<file path="src/rtl/udma_filter_pkg.sv">
// Shared types and constants for the uDMA filter AU run-controller.
// The accumulate modes produce a single result per frame instead of one per sample.
package udma_filter_pkg;

    typedef enum logic [2:0] {
        IDLE,
        START,
        RUN,
        DRAIN,
        DONE
    } sched_state_e;

    localparam logic [3:0] MODE_MAC_ACC = 4'd2;
    localparam logic [3:0] MODE_SQ_ACC  = 4'd6;
    localparam logic [3:0] MODE_REG_ACC = 4'd12;

    function automatic logic is_acc_mode(input logic [3:0] mode);
        return (mode == MODE_MAC_ACC) || (mode == MODE_SQ_ACC) || (mode == MODE_REG_ACC);
    endfunction

endpackage

</file>
<file path="src/rtl/udma_filter_job_cnt.sv">
// Saturating per-job sample counter: clears on job start, counts up to limit and stops.
module udma_filter_job_cnt #(
    parameter int LEN_WIDTH = 16
) (
    input  logic                 clk_i,
    input  logic                 resetn_i,
    input  logic                 clr_i,
    input  logic                 inc_i,
    input  logic [LEN_WIDTH-1:0] limit_i,
    output logic [LEN_WIDTH-1:0] cnt_o,
    output logic                 hit_o
);

    logic [LEN_WIDTH-1:0] r_cnt;

    assign hit_o = (r_cnt == limit_i);
    assign cnt_o = r_cnt;

    always_ff @(posedge clk_i or negedge resetn_i) begin
        if (!resetn_i) begin
            r_cnt <= '0;
        end else if (clr_i) begin
            r_cnt <= '0;
        end else if (inc_i && !hit_o) begin
            r_cnt <= r_cnt + 1'b1;
        end
    end

endmodule

</file>
<file path="src/rtl/udma_filter_au_sched.sv">
// Run-controller for the uDMA filter AU: flushes the AU per job, gates operand-A,
// tags sof/eof, counts delivered results and signals completion.
module udma_filter_au_sched
    import udma_filter_pkg::*;
#(
    parameter int LEN_WIDTH = 16
) (
    input  logic                 clk_i,
    input  logic                 resetn_i,
    input  logic                 cfg_start_i,
    input  logic                 cfg_abort_i,
    input  logic [3:0]           cfg_mode_i,
    input  logic                 cfg_bypass_i,
    input  logic [LEN_WIDTH-1:0] cfg_len_i,
    output logic                 au_cmd_start_o,
    input  logic                 src_valid_i,
    output logic                 src_ready_o,
    output logic                 au_opa_valid_o,
    input  logic                 au_opa_ready_i,
    output logic                 au_opa_sof_o,
    output logic                 au_opa_eof_o,
    input  logic                 au_out_valid_i,
    output logic                 au_out_ready_o,
    output logic                 sink_valid_o,
    input  logic                 sink_ready_i,
    output logic                 busy_o,
    output logic                 done_o,
    output logic [LEN_WIDTH-1:0] in_cnt_o,
    output logic [LEN_WIDTH-1:0] out_cnt_o
);

    sched_state_e         r_state;
    logic                 r_cmd_start;
    logic [LEN_WIDTH-1:0] r_len;
    logic [LEN_WIDTH-1:0] r_exp;

    logic w_run, w_xfer, w_in_open, w_in_hit, w_out_hit;
    logic w_in_acc, w_out_acc, w_clr, w_launch;

    assign w_run     = (r_state == RUN);
    assign w_xfer    = (r_state == RUN) || (r_state == DRAIN);
    assign w_in_open = w_run && !w_in_hit;

    assign src_ready_o    = au_opa_ready_i && w_in_open;
    assign au_opa_valid_o = src_valid_i && w_in_open;
    assign au_opa_sof_o   = au_opa_valid_o && (in_cnt_o == '0);
    assign au_opa_eof_o   = au_opa_valid_o && (in_cnt_o == r_len - 1'b1);

    // Result path passes straight through; results past the expected count are dropped.
    assign au_out_ready_o = w_xfer && sink_ready_i;
    assign sink_valid_o   = w_xfer && au_out_valid_i && !w_out_hit;

    // Counters freeze on abort so the partial progress stays readable.
    assign w_in_acc  = src_valid_i && src_ready_o && !cfg_abort_i;
    assign w_out_acc = sink_valid_o && sink_ready_i && !cfg_abort_i;
    assign w_launch  = !cfg_abort_i && (r_state == IDLE) && cfg_start_i;
    assign w_clr     = w_launch && (cfg_len_i != '0);

    assign au_cmd_start_o = r_cmd_start;
    assign busy_o         = (r_state == START) || w_xfer;
    assign done_o         = (r_state == DONE);

    udma_filter_job_cnt #(.LEN_WIDTH(LEN_WIDTH)) u_in_cnt (
        .clk_i    (clk_i),
        .resetn_i (resetn_i),
        .clr_i    (w_clr),
        .inc_i    (w_in_acc),
        .limit_i  (r_len),
        .cnt_o    (in_cnt_o),
        .hit_o    (w_in_hit)
    );

    udma_filter_job_cnt #(.LEN_WIDTH(LEN_WIDTH)) u_out_cnt (
        .clk_i    (clk_i),
        .resetn_i (resetn_i),
        .clr_i    (w_clr),
        .inc_i    (w_out_acc),
        .limit_i  (r_exp),
        .cnt_o    (out_cnt_o),
        .hit_o    (w_out_hit)
    );

    always_ff @(posedge clk_i or negedge resetn_i) begin
        if (!resetn_i) begin
            r_state     <= IDLE;
            r_cmd_start <= 1'b0;
            r_len       <= '0;
            r_exp       <= '0;
        end else if (cfg_abort_i) begin
            r_state     <= IDLE;
            r_cmd_start <= 1'b1;
        end else begin
            r_cmd_start <= 1'b0;
            case (r_state)
                IDLE: begin
                    if (w_clr) begin
                        r_len       <= cfg_len_i;
                        r_exp       <= (!cfg_bypass_i && is_acc_mode(cfg_mode_i))
                                       ? LEN_WIDTH'(1) : cfg_len_i;
                        r_state     <= START;
                        r_cmd_start <= 1'b1;
                    end else if (w_launch) begin
                        r_state <= DONE;
                    end
                end
                START: r_state <= RUN;
                RUN: begin
                    if (w_in_hit && w_out_hit) begin
                        r_state <= DONE;
                    end else if (w_in_hit) begin
                        r_state <= DRAIN;
                    end
                end
                DRAIN: begin
                    if (w_in_hit && w_out_hit) begin
                        r_state <= DONE;
                    end
                end
                DONE:    r_state <= IDLE;
                default: r_state <= IDLE;
            endcase
        end
    end

endmodule

</file>
<file path="config.mk">
export PLATFORM = sky130hd
export DESIGN_NAME = udma_filter_au_sched
export DESIGN_NICKNAME = d
export VERILOG_FILES = /design/src/rtl/udma_filter_pkg.sv /design/src/rtl/udma_filter_job_cnt.sv /design/src/rtl/udma_filter_au_sched.sv
export SDC_FILE = /design/constraint.sdc
export NUM_CORES = 1
export LEC_CHECK = 0
export ABC_AREA = 1
export ABC_CLOCK_PERIOD_IN_PS = 3150
export CAP_MARGIN = 20
export CORE_MARGIN = 1
export CORE_UTILIZATION = 45
export CTS_CLUSTER_DIAMETER = 50
export DETAILED_ROUTE_END_ITERATION = 7
export PLACE_DENSITY = 0.74
export SKIP_CTS_REPAIR_TIMING = 1
export SYNTH_ARGS = -nofsm -noshare
export SYNTH_HDL_FRONTEND = slang
export SYNTH_SLANG_ARGS = --single-unit
</file>
<file path="constraint.sdc">
create_clock -name clk_i -period 3.15 [get_ports clk_i]
set_clock_uncertainty 0.2 [all_clocks]
set_input_delay 0.4725 -clock clk_i [delete_from_list [all_inputs] [get_ports clk_i]]
set_output_delay 0.4725 -clock clk_i [all_outputs]
set_load 0.01 [all_outputs]
</file>
==> summary.md <==
| Metric | Value |
|---|---|
| XOR/XNOR share of the synthesized area | `0.0670` |
| FP Rows | `36` |
| Nets | `794` |
| Fin crit period | `2.91 ns` |
| Area share of the largest cell type after synthesis | `0.372` |
| P_sw | `2.49 mW` |
| Worst Hold End | `r_exp[6]` |
| Logic pwr share | `0.541` |
| First-pass GRT wire length | `21000 µm` |
| Endpoints failing hold | `0` |
| TritonCTS clock tree | `yes` |
| R2R cell count | `11` |
| Post-synthesis mux area share | `0` |
| Number of global-route vias before repair | `4443` |
| Synth Area in Adders | `0.0109` |
| HP Class | `register to register` |
| Antenna violations before repair | `0` |
| Status | `finished clean` |
| DR iter-0 viols | `235` |
| Clk pin slew, worst setup/hold paths | `0.08 ns` |
| Clock root buffer | `clkbuf_8` |
| Post-DP HPWL | `9660 µm` |
| Internal | `2.76 mW` |
| Die area | `10600 µm²` |
| Maxcap violations | `0` |
| Worst-margin pin slew | `0.644 ns` |
| Hold Crit Start | `r_exp[6]` |
| Period utilization | `0.925` |
| Simple-Gate Fraction of Synth Area | `0.387` |
| Number of synthesized register bits | `68` |
| Crit-path cells | `inv_2 -> nand2_1 -> nand2_1 -> nor2_1 -> nand2_1 -> nor2_1 -> nand2_2 -> nand2_2 -> nor2_4 -> clkdlybuf4s50_1` |
| Leak Pwr | `2.70 nW` |
| Compound-Gate Fraction of Synth Area | `0.0678` |
| Drt drc | `0` |
| Worst rel slew slack | `0.570` |
| RSZ-0062 raised after global routing | `no` |
| Routed vias | `4687` |
| Share of layout cells above drive strength 1 | `0.0836` |
| CP max-delay cell | `clkdlybuf4s50_1` |
| Port Buf Inserts | `69` |
| Pwr Density | `927 nW/µm²` |
| Main combinational cell family by area after synthesis | `simple AND/OR/NAND/NOR gates` |
| Final instance area | `5660 µm²` |
| Reg2reg setup slack | `0.86 ns` |
| Total power | `5.25 mW` |
| Number of antenna diodes | `0` |
| Synth area leader | `dfrtp_1` |
| Part of the power in registers | `0.325` |
| Worst-path maximum fanout | `6` |
| Hold Path Cell Cnt | `2` |
| Worst Setup End Kind | `output pin` |
| Worst reg2reg path endpoint | `u_out_cnt.cnt_o[7]` |
| Critical path launch point type | `register` |
| Area after DPL | `5430 µm²` |
| Placed insts | `880` |
| Min Hold Slack | `0.363 ns` |
| Synth unique cells | `30` |
| Avg WL per Cell | `14.3 µm` |
| Critical path class | `register to output pin` |
| Layout area overhead | `23.7%` |
| CP arrival | `2.24 ns` |
| CP required | `2.48 ns` |
| Worst skew pair latency | `0.35 ns` |
| Total wire length | `12800 µm` |
| Avg Inst Size Synth | `6.69 µm²` |
| GRT Residual Overflow | `0` |
| Fmax | `343 MHz` |
| YS warnings | `0` |
| Worst path max stage delay | `0.57 ns` |
| Routability congestion estimate | `0.966` |
| Die width | `103 µm` |
| Post-DRT Antenna Nets | `0` |
| Drt pass-1 iters | `5` |
| Via density | `5.21` |
| Mapped Nets | `717` |
| Final setup fails | `0` |
| Die height | `103 µm` |
| Peak VDD IR | `0.475 mV` |
| Filler Cells Inserted | `939` |
| Synth area leaders | `dfrtp_1, nand2_1, nor2_1, inv_1, xor2_1` |
| Cell mode on critical path | `nand2_1` |
| Clock power frac | `0.134` |
| Clk sink count | `68` |
| Total GRT Usage | `0.258` |
| # IOs | `70` |
| Switch share | `0.474` |
| H-tree depth | `3` |
| Max Slew Vio Count | `0` |
| Clk buf depth | `2` |
| Num CTS Buffers | `9` |
| Synth Instances | `684` |
| Pin count of the biggest net entering global routing | `43` |
| Reg2reg start | `u_out_cnt.cnt_o[4]` |
| Initial core utilization | `0.466` |
| Post-synthesis cell area | `4580 µm²` |
| Post-synthesis sequential area ratio | `0.372` |
| Final Instance Count excl. Fillers | `899` |
| CORE AREA | `9820 µm²` |
-- critical path: cells and delay by family, from the launching register on --
family,cells,cell delay [ns]
simple gates,8,0.72
flops,1,0.47
buf+inv,2,0.70
-- power by group through the flow --
stage	registers [mW]	logic, mW	clock network (mW)
after floorplan	1.67	1.82	0
after global placement	1.69	2.74	0
after detailed placement	1.71	2.77	0
after CTS	1.70	2.79	0.710
after global routing	1.76	3.21	0.749
final	1.71	2.84	0.704
-- state kept, by name, indices dropped and copies added, names as in the netlist --
name and cells:
r_exp 16, r_len 16, u_in_cnt.cnt_o 16, u_out_cnt.cnt_o 16, r_state 3, au_cmd_start_o 1
-- area by class of cell --
type	count	area (µm²)	area share
clock buffers	10	138	0.0243
clock inverters	6	46.3	0.00817
inverters	86	323	0.0570
multi-input cells	509	2460	0.434
flip-flops and latches	68	1700	0.301
well taps	133	166	0.0294
repair buffers	87	828	0.146
-- metrics by stage --
stage,setup WS (ns),setup TNS [ns],utilization
CTS,-0.228,-0.229,0.571
floorplan,0.859,0,-
global route,0.109,0,0.577
detailed placement,0.159,0,0.553
finish,0.236,0,0.577
global placement,0.197,0,0.553
-- Yosys cell counts --
library cell / number
a31oi_1: 2
nand3b_1: 2
nor3b_1: 2
ha_1: 4
xor2_1: 30
nor2_4: 1
nor4_1: 7
inv_2: 9
nor2_2: 1
buf_4: 3
o21ai_1: 11
nand4_2: 1
xnor2_1: 5
nand4_1: 13
nor2_1: 87
nor3_1: 26
o21ai_0: 20
dfrtp_1: 68
buf_6: 2
nand3_1: 50
nand2_4: 2
a21oi_1: 4
a2111oi_2: 1
o22ai_1: 16
nand2_2: 8
o211ai_1: 1
buf_2: 8
inv_1: 77
nand2_1: 215
clkbuf_1: 8
-- layer usage --
| metal | vias up | global-route usage | wire length, µm |
|---|---|---|---|
| li1 | 2325 | - | - |
| met3 | 25 | 0.0298 | 575 |
| met4 | 0 | 0.0953 | 289 |
| met1 | 2184 | 0.338 | 5790 |
| met5 | - | 0 | 0 |
| met2 | 153 | 0.437 | 6170 |
-- worst max path at each step --
| stage | start | endpoint | slack [ns] | depth (start not counted) |
|---|---|---|---|---|
| global route | u_in_cnt.cnt_o[2] | src_ready_o | 0.11 | 10 |
| detailed placement | r_len[1] | au_opa_eof_o | 0.16 | 11 |
| finish | u_in_cnt.cnt_o[2] | src_ready_o | 0.24 | 10 |
| global placement | r_len[0] | au_opa_eof_o | 0.20 | 11 |
| floorplan | r_len[0] | au_opa_eof_o | 0.86 | 10 |
| CTS | r_len[1] | au_opa_eof_o | -0.23 | 11 |
-- kinds of logic after synthesis --
family                     Yosys count
buffers and inverters              107
adders and majority gates            4
xor gates and xnor gates            35
and+or+nand+nor                    415
DFF                                 68
AOI/OAI and AO/OA                   55
-- placed cells by master (no fill, tap or decap), types with 2 or more instances in the layout --
master	count
clkinvlp_4	2
nand2_2	8
nand4_1	13
nor3_1	26
xnor2_1	5
nand2_1	215
nand2_4	2
a21oi_1	4
clkdlybuf4s50_1	66
nor3b_1	2
o21ai_1	12
dlymetal6s2s_1	2
o21ai_0	19
buf_4	17
dfrtp_1	67
clkbuf_8	10
nor2_1	84
nor4_1	6
inv_1	77
ha_1	3
a31oi_1	2
nand3b_1	2
inv_2	9
xor2_1	30
nand3_1	49
o22ai_1	16
nor2_2	4
inv_6	2
(Power assumes the default switching activity.)
